[src/rtl/fft_ctrl_pkg.sv]
// fft_ctrl_pkg
// Shared definitions for the FFT frame sequencer slice: the sequencer state
// encoding and the default frame geometry used by fft_frame_ctrl and
// fft_bin_tracker.
package fft_ctrl_pkg;

  // Default frame geometry: 1024-point frames of 12-bit signed samples.
  localparam int FFT_LEN_DEF = 1024;
  localparam int CNT_W_DEF   = 10;
  localparam int DATA_W_DEF  = 12;

  // Sequencer states. The encoding is fixed so it can be probed in the lab.
  typedef enum logic [1:0] {
    IDLE     = 2'd0,
    LOAD     = 2'd1,
    WAIT_OUT = 2'd2
  } state_t;

endpackage

[src/rtl/fft_bin_tracker.sv]
// fft_bin_tracker
// Follows the FFT core's output stream. It reports the index of the bin
// currently on the bus, pulses frame_done after each completed frame, and
// latches framing violations.
//
// Optional build macro: FFT_FRAME_CNT_EN adds a 16-bit wrapping frame counter.
//
// Ports:
//   clk, rst_n    clock, asynchronous active-low reset
//   source_valid  FFT output valid
//   source_sop    FFT output first bin
//   source_eop    FFT output last bin
//   bin_idx       index of the bin on the bus (meaningful while source_valid)
//   frame_done    one-cycle pulse, one cycle after an accepted source_eop
//   frm_err       sticky framing violation flag
//   frame_cnt     (FFT_FRAME_CNT_EN only) count of frame_done pulses
module fft_bin_tracker
  import fft_ctrl_pkg::*;
#(
  parameter int FFT_LEN = FFT_LEN_DEF,
  parameter int CNT_W   = CNT_W_DEF
) (
  input  logic             clk,
  input  logic             rst_n,
  input  logic             source_valid,
  input  logic             source_sop,
  input  logic             source_eop,
  output logic [CNT_W-1:0] bin_idx,
  output logic             frame_done,
  output logic             frm_err
`ifdef FFT_FRAME_CNT_EN
  ,
  output logic [15:0]      frame_cnt
`endif
);

  localparam logic [CNT_W-1:0] LAST_BIN = CNT_W'(FFT_LEN - 1);

  logic [CNT_W-1:0] last_bin;
  logic [CNT_W-1:0] cur_bin;
  logic             frame_open;
  logic             violation;

  // The bus carries a new bin every valid cycle. We therefore derive the
  // current index from the previous bin so that bin_idx lines up with the
  // data, instead of trailing it by one cycle. The index saturates at the
  // last bin.
  always_comb begin
    cur_bin = last_bin;
    if (source_sop) begin
      cur_bin = '0;
    end else if (last_bin != LAST_BIN) begin
      cur_bin = last_bin + 1'b1;
    end
  end

  assign bin_idx = source_valid ? cur_bin : last_bin;

  // A sop is legal only after a complete frame or when no frame is open.
  // An eop must land on the last bin. Data without a sop needs an open frame.
  assign violation = source_valid &
                     ((source_sop & frame_open & (last_bin != LAST_BIN)) |
                      (source_eop & (cur_bin != LAST_BIN)) |
                      (~source_sop & ~frame_open));

  always_ff @(posedge clk or negedge rst_n) begin
    if (!rst_n) begin
      last_bin   <= '0;
      frame_open <= 1'b0;
      frame_done <= 1'b0;
      frm_err    <= 1'b0;
    end else begin
      frame_done <= source_valid & source_eop;
      if (violation) begin
        frm_err <= 1'b1;
      end
      if (source_valid) begin
        last_bin <= cur_bin;
        if (source_eop) begin
          frame_open <= 1'b0;
        end else if (source_sop) begin
          frame_open <= 1'b1;
        end
      end
    end
  end

`ifdef FFT_FRAME_CNT_EN
  // Count completed output frames; the counter wraps naturally at 16 bits.
  always_ff @(posedge clk or negedge rst_n) begin
    if (!rst_n) begin
      frame_cnt <= '0;
    end else if (frame_done) begin
      frame_cnt <= frame_cnt + 16'd1;
    end
  end
`endif

endmodule

[src/rtl/fft_frame_ctrl.sv]
// fft_frame_ctrl
// Sits between the AD sample path and a streaming FFT core. It cuts the
// sample stream into FFT_LEN-point frames and drives the core's sink
// handshake through a one-entry output register. It also tracks the output
// frames through fft_bin_tracker. A start pulse captures one frame;
// cont_en keeps capturing frame after frame.
//
// Optional build macro: FFT_FRAME_CNT_EN adds the frame_cnt output.
//
// Ports:
//   clk, rst_n                   clock, asynchronous active-low reset
//   start                        arms one frame (only honoured in IDLE / at WAIT_OUT end)
//   cont_en                      continuous mode, sampled at each frame boundary
//   smp_valid, smp_data          incoming samples
//   sink_ready                   FFT core accepts data
//   sink_valid/sop/eop/real      registered sink handshake to the core
//   source_valid/sop/eop         FFT output stream framing
//   bin_idx, frame_done, frm_err output-side tracking
//   busy                         state is not IDLE
//   ovf_err                      sticky; a sample was dropped under backpressure
//   frame_cnt                    (FFT_FRAME_CNT_EN only) completed output frames
module fft_frame_ctrl
  import fft_ctrl_pkg::*;
#(
  parameter int FFT_LEN = FFT_LEN_DEF,
  parameter int CNT_W   = CNT_W_DEF,
  parameter int DATA_W  = DATA_W_DEF
) (
  input  logic              clk,
  input  logic              rst_n,
  input  logic              start,
  input  logic              cont_en,
  input  logic              smp_valid,
  input  logic [DATA_W-1:0] smp_data,
  input  logic              sink_ready,
  output logic              sink_valid,
  output logic              sink_sop,
  output logic              sink_eop,
  output logic [DATA_W-1:0] sink_real,
  input  logic              source_valid,
  input  logic              source_sop,
  input  logic              source_eop,
  output logic [CNT_W-1:0]  bin_idx,
  output logic              frame_done,
  output logic              busy,
  output logic              ovf_err,
  output logic              frm_err
`ifdef FFT_FRAME_CNT_EN
  ,
  output logic [15:0]       frame_cnt
`endif
);

  localparam logic [CNT_W-1:0] LAST_PT = CNT_W'(FFT_LEN - 1);

  state_t           state;
  logic [CNT_W-1:0] load_cnt;
  logic             emptying;
  logic             eop_acc;
  logic             load_en;
  logic             ovf_hit;

  assign emptying = sink_valid & sink_ready;
  assign eop_acc  = emptying & sink_eop;

  // A sample may enter the register when it is free or draining this cycle.
  // A held eop blocks new loads until it is accepted. Even then, the next
  // frame may load in the same cycle only in continuous mode; otherwise we
  // leave LOAD.
  assign load_en = (state == LOAD) & smp_valid &
                   (~sink_valid | (sink_ready & (~sink_eop | cont_en)));

  // The register is stuck behind backpressure, so the incoming sample is lost.
  assign ovf_hit = (state == LOAD) & smp_valid & sink_valid & ~sink_ready;

  assign busy = (state != IDLE);

  // Sequencer plus sink output register. The load counter wraps on the eop
  // load, so a continuous-mode frame restarts at point 0 without extra logic.
  always_ff @(posedge clk or negedge rst_n) begin
    if (!rst_n) begin
      state      <= IDLE;
      load_cnt   <= '0;
      sink_valid <= 1'b0;
      sink_sop   <= 1'b0;
      sink_eop   <= 1'b0;
      sink_real  <= '0;
      ovf_err    <= 1'b0;
    end else begin
      case (state)
        IDLE: begin
          if (start) begin
            state    <= LOAD;
            load_cnt <= '0;
          end
        end
        LOAD: begin
          if (eop_acc && !cont_en) begin
            state <= WAIT_OUT;
          end
        end
        WAIT_OUT: begin
          if (source_valid && source_eop) begin
            state    <= start ? LOAD : IDLE;
            load_cnt <= '0;
          end
        end
        default: state <= IDLE;
      endcase

      if (load_en) begin
        sink_valid <= 1'b1;
        sink_real  <= smp_data;
        sink_sop   <= (load_cnt == '0);
        sink_eop   <= (load_cnt == LAST_PT);
        load_cnt   <= (load_cnt == LAST_PT) ? '0 : load_cnt + 1'b1;
      end else if (emptying) begin
        sink_valid <= 1'b0;
        sink_sop   <= 1'b0;
        sink_eop   <= 1'b0;
      end

      if (ovf_hit) begin
        ovf_err <= 1'b1;
      end
    end
  end

  fft_bin_tracker #(
    .FFT_LEN (FFT_LEN),
    .CNT_W   (CNT_W)
  ) u_bin_tracker (
    .clk          (clk),
    .rst_n        (rst_n),
    .source_valid (source_valid),
    .source_sop   (source_sop),
    .source_eop   (source_eop),
    .bin_idx      (bin_idx),
    .frame_done   (frame_done),
    .frm_err      (frm_err)
`ifdef FFT_FRAME_CNT_EN
    ,
    .frame_cnt    (frame_cnt)
`endif
  );

endmodule

[config.mk]
export PLATFORM = sky130hd
export DESIGN_NAME = fft_frame_ctrl
export DESIGN_NICKNAME = d
export VERILOG_FILES = /design/src/rtl/fft_ctrl_pkg.sv /design/src/rtl/fft_bin_tracker.sv /design/src/rtl/fft_frame_ctrl.sv
export SDC_FILE = /design/constraint.sdc
export NUM_CORES = 1
export LEC_CHECK = 0
export CAP_MARGIN = 20
export CORE_MARGIN = 1
export CORE_UTILIZATION = 53
export DETAILED_ROUTE_END_ITERATION = 6
export HOLD_SLACK_MARGIN = 0.02
export PLACE_DENSITY = 0.84
export SKIP_LAST_GASP = 1
export SYNTH_ARGS = -nofsm -noshare
export SYNTH_HDL_FRONTEND = slang
export SYNTH_SLANG_ARGS = --single-unit
[constraint.sdc]
create_clock -name clk -period 4 [get_ports clk]
set_input_delay 0.8 -clock clk [delete_from_list [all_inputs] [get_ports clk]]
set_output_delay 0.8 -clock clk [all_outputs]
set_load 0.01 [all_outputs]
# ---- Word-level counts from Yosys, hierarchy flattened
# Index checks and enable logic that the tools add are counted.
dict set report totals {
  mem_count 0
  register_bits 41
  mem_bits_rw 0
  mem_bits_ro 0
  elab_cells 76
  out_inout_bits 29
  inputBits 21
  latchBits 0
}
dict set report op_classes {
  shift 0
  muxes 19
  multipliers 0
  bitwise 22
  n_div 0
  magnitude_cmp 0
  eq_ne 10
  reduce_logical 12
  add_sub_neg 2
}
# op count
set op_table {}
lappend op_table {{10-bit two-way mux} 7}
lappend op_table {{10-bit by 1-bit adder with 10-bit output (second input constant)} 2}
lappend op_table {{10-bit inequality test (second input constant)} 2}
lappend op_table {{10-bit case mux with 2 select lines} 1}
lappend op_table {{1-bit bitwise AND} 13}
lappend op_table {{10-bit equality test (second input constant)} 1}
lappend op_table {{10-bit zero test} 1}
lappend op_table {{1-bit two-way mux} 7}
lappend op_table {{2-bit two-way mux} 3}
lappend op_table {{3-bit inequality test (second input constant)} 2}
lappend op_table {{2-bit case mux with 3 select lines} 1}
lappend op_table {{3-bit AND reduction} 2}
lappend op_table {{2-bit nonzero test} 3}
lappend op_table {{1-bit inverter} 5}
lappend op_table {{2-bit inequality test (second input constant)} 2}
lappend op_table {{1-bit bitwise OR} 4}
lappend op_table {{3-bit nonzero test} 1}
lappend op_table {{2-bit by 1-bit equality test with 1-bit output (second input constant)} 1}
lappend op_table {{2-bit equality test (second input constant)} 1}
lappend op_table {{1-bit logical AND} 2}
lappend op_table {{2-bit zero test} 1}
lappend op_table {{2-bit by 1-bit inequality test with 1-bit output (second input constant)} 1}
lappend op_table {{2-bit AND reduction} 1}
lappend op_table {{1-bit zero test} 1}

# ---- Longest topological paths before layout
dict set report logic_depth {
  ltp_word 8
  depth_mapped 7
  ltp_nobuf 6
}

# ---- Cells and area by module
# From an unflattened synthesis, not the netlist that was laid out.
dict set report unflattened {
  cells_unflattened 250
  area_unflattened_um2 2262.2
}
# mod area_per_inst_um2 cells_each instances seq_area_each_um2
set by_module_without_submodules {}
lappend by_module_without_submodules {fft_frame_ctrl 1405.1 147 1 700.7}
lappend by_module_without_submodules {fft_bin_tracker 857.1 103 1 325.3}

# ---- Worst setup path before layout
# Ideal clock, no wire load.
dict set report synth_path {
  path_type {reg-to-output}
  start {register u_bin_tracker.last_bin[0]}
  end {output bin_idx[3]}
  arrival_ns 1.676
  stages_incl_launch_ff 8
  setup_slack_ns 1.524
  n_path_buf 1
  path_cell_list {dfrtp_1 > ha_1 > inv_1 > or3_1 > buf_2 > and3_1 > o21ai_0 > a32o_1}
}
dict set report synth_via {
  elab_chain_len 4
}
# element line
set synth_rtl {}
lappend synth_rtl {{from (decl)} fft_bin_tracker.sv:39} ;# logic [CNT_W-1:0] last_bin;
lappend synth_rtl {{from (signal assigned)} fft_bin_tracker.sv:78} ;# last_bin <= cur_bin;
lappend synth_rtl {{10-bit by 1-bit adder with 10-bit output / 10-bit inequality test (equally long branches)} {fft_bin_tracker.sv:53, fft_bin_tracker.sv:52}}
lappend synth_rtl {{10-bit two-way mux *} fft_bin_tracker.sv:52} ;# end else if (last_bin != LAST_BIN) begin
lappend synth_rtl {{10-bit two-way mux *} fft_bin_tracker.sv:50} ;# if (source_sop) begin
lappend synth_rtl {{10-bit two-way mux *} n/a}
lappend synth_rtl {{to (decl)} fft_frame_ctrl.sv:43} ;# output logic [CNT_W-1:0] bin_idx,
# Every way passes the cells marked *; elsewhere a longest branch is shown, timed or not.

# ---- Worst setup path in the final report
dict set report layout_path {
  start {input source_valid}
  end {output bin_idx[8]}
}
dict set report layout_via {
  elab_chain_len 1
}
# element line
set layout_rtl {}
lappend layout_rtl {{from (decl)} fft_frame_ctrl.sv:40} ;# input logic source_valid,
lappend layout_rtl {{10-bit two-way mux} n/a}
# No other way between the ends.

==> impl_metrics.tcl <==
set metrics [dict create \
    final_util_pct 72.8 \
    period_share_pct 87.2 \
    setup_viol 0 \
    cts-root-buf "clkbuf_8" \
    hp-class "flop to flop" \
    max_freq_ghz 0.287 \
    syn-num-nets 231 \
    netlist.top_cell.by_area "dfrtp_1" \
    die_h_um 64.9 \
    crit_type "primary input to primary output" \
    ys_seq_area_share_pct 49.0 \
    drive_above_1_share_pct 12.1 \
    fillers 287 \
    layout.nets 280 \
    timing.hold.ws_ns 0.489 \
    hold_viol 0 \
    yosysWarningCount 0 \
    clock_path_buffers 2 \
    firstDrtPassIters 4 \
    start_kind "primary input" \
    post_cts_buffers 0 \
    dieArea_mm2 0.00421 \
    cts_resized 0 \
    end_kind "primary output" \
    cts_inserted_buffers 5 \
    synthTopCellsByArea "dfrtp_1 (49%), mux2_2 (7.0%), a21oi_1 (3.8%)" \
    syn_area_per_cell_um2 10.1 \
    dp_cells 297 \
    grt_max_degree 42 \
    antenna_found_initial 0 \
    cts_tree "yes" \
    post-route-min-period_ns 3.49 \
    first_iter_violations 146 \
    rsz0062_at_grt "false" \
    finClkSkew_ns 0.00274 \
    synth-edff-count 0 \
    grt_pass1_vias 1631 \
    io_pins 50 \
    syn_inst 207 \
    viasPerCell 5.76 \
    dieWidth_um 64.9 \
    rows 22 \
    worst_slew_pin_slew_ns 0.885 \
    synth_top_area_share_pct 49.0 \
    leakagePower_nw 1.13 \
    clk-insertion-delay-late_ns 0.28 \
    syn2layout_area_growth_pct 29.0 \
    core_mm2 0.00372 \
    status "finished, final reports clean" \
    drt-wirelength-per-cell_um 14.3 \
    cap_violations 0 \
    drc_errors 0 \
    netlist_area_mm2 0.00210 \
    ir_worst_vdd_mv 0.262 \
    ant_nets 0 \
    grt.overflow.total 0 \
    drv_slew 0 \
    num_vias 1756 \
    crit_required_ns 3.20 \
    hold_buffers 0 \
    io_buffer_count 49 \
    cellPowerDensity_mw_per_mm2 350 \
    gp_congestion 0.861 \
    synth_cell_types 47 \
    antenna_cells 0 \
    max-slew-margin-rel_pct 41.0 \
    clk_pin_slew_ns 0.08 \
    arrival_ns 2.69 \
    async_flop_share_pct 100 \
    crit_fanout 16 \
    ys_ff_latch 41 \
    cts.htree.levels 2 \
    tns_ns 0 \
    final_cells 305 \
    dp_hpwl_um 3140 \
    yosysMostFrequentCell "dfrtp_1" \
    grt_pass1_wl_um 7400 \
    ys.flop_type "dfrtp_1" \
    synth_commonest_cells "dfrtp_1 (41), a21oi_1 (16), mux2_2 (13), o21ai_0 (13)" \
    grt_usage_pct 23.0 \
    initial_core_util_pct 56.4 \
    clock_sinks 41 \
    drt_wl_total_um 4370 \
]
-- stage by stage --
stage / setup WS, ns / area [µm²] / power (W)
final: 0.513 / 2700 / 0.000947
after global routing: 0.390 / 2700 / 0.00100
after CTS: 0.517 / 2700 / 0.000957
after detailed placement: 0.521 / 2620 / 0.000695
after global placement: 0.580 / 2620 / 0.000690
after floorplan: 1.52 / 2100 / 0.000589
-- area by class of cell --
cell class / count / area [µm²] / share of cell area [%]
inverters: 11 / 41.3 / 1.53
multi-input cells: 145 / 982 / 36.3
repair buffers: 52 / 508 / 18.8
clock buffers: 5 / 68.8 / 2.55
clock inverters: 3 / 17.5 / 0.648
flip-flops and latches: 41 / 1030 / 37.9
well taps: 48 / 60.1 / 2.22
-- cells by family after synthesis --
kind of cell | share of synthesized area, %
AOI/OAI and AO/OA | 18.0
xor gates and xnor gates | 1.25
DFF | 49.0
adders and majority gates | 2.27
and+or+nand+nor | 16.4
muxes | 8.90
buffers and inverters | 4.18
-- critical path, stage by stage --
cell	delay, ns
clkdlybuf4s50_1	0.79
buf_4	0.25
a41oi_1	0.10
a21oi_1	0.18
clkdlybuf4s50_1	0.57
-- flip-flops by register name, indices dropped and copies added, names as in the netlist --
signal                    flops
u_bin_tracker.last_bin       10
sink_real                    12
u_bin_tracker.frm_err         1
sink_sop                      1
sink_valid                    1
state                         2
sink_eop                      1
ovf_err                       1
u_bin_tracker.frame_open      1
load_cnt                     10
u_bin_tracker.frame_done      1
-- report_power, final --
| part | switching, W | leakage, nW | internal (W) | total, W |
|---|---|---|---|---|
| clock network | 0.000140 | 0.0439 | 0.000120 | 0.000261 |
| registers | 0.0000301 | 0.516 | 0.000454 | 0.000484 |
| logic | 0.0000875 | 0.574 | 0.000115 | 0.000203 |
| total | 0.000258 | 1.13 | 0.000689 | 0.000947 |
-- cells in the final DEF (no fill, tap or decap), types with 3 or more instances in the layout --
cell type and instances:
o21ai_0 13, nor2_1 10, mux2_2 13, nor4_1 4, nand2_1 11, dfrtp_1 41
nand3_1 7, nand4_1 3, clkdlybuf4s50_1 48, ha_1 3, a21o_1 3, and3_1 7
a22o_1 5, mux2i_1 4, buf_4 3, nor3_1 5, inv_1 11, nand2b_1 3
a31oi_1 4, a21oi_1 16, clkbuf_8 5
-- worst paths after layout --
path | from | to | slack (ns) | cells after the start
max in group asynchronous | rst_n | sink_real[5] | 2.82 | 1
worst max-delay path | source_valid | bin_idx[8] | 0.51 | 5
min in group asynchronous | rst_n | u_bin_tracker.last_bin[4] | 0.63 | 1
worst min-delay path | ovf_err | ovf_err | 0.49 | 1
worst max register to register | u_bin_tracker.last_bin[0] | u_bin_tracker.frm_err | 1.61 | 6
worst min register to register | ovf_err | ovf_err | 0.49 | 1
-- layer usage --
layer | up-vias | GRT usage [%] | part of all wire, %
li1 | 862 | - | -
met1 | 842 | 30.8 | 48
met2 | 46 | 36.6 | 47
met3 | 6 | 5.28 | 3.8
met4 | 0 | 7.50 | 1.2
met5 | - | 0 | 0
No activity file was read; power rests on OpenSTA's default activity.
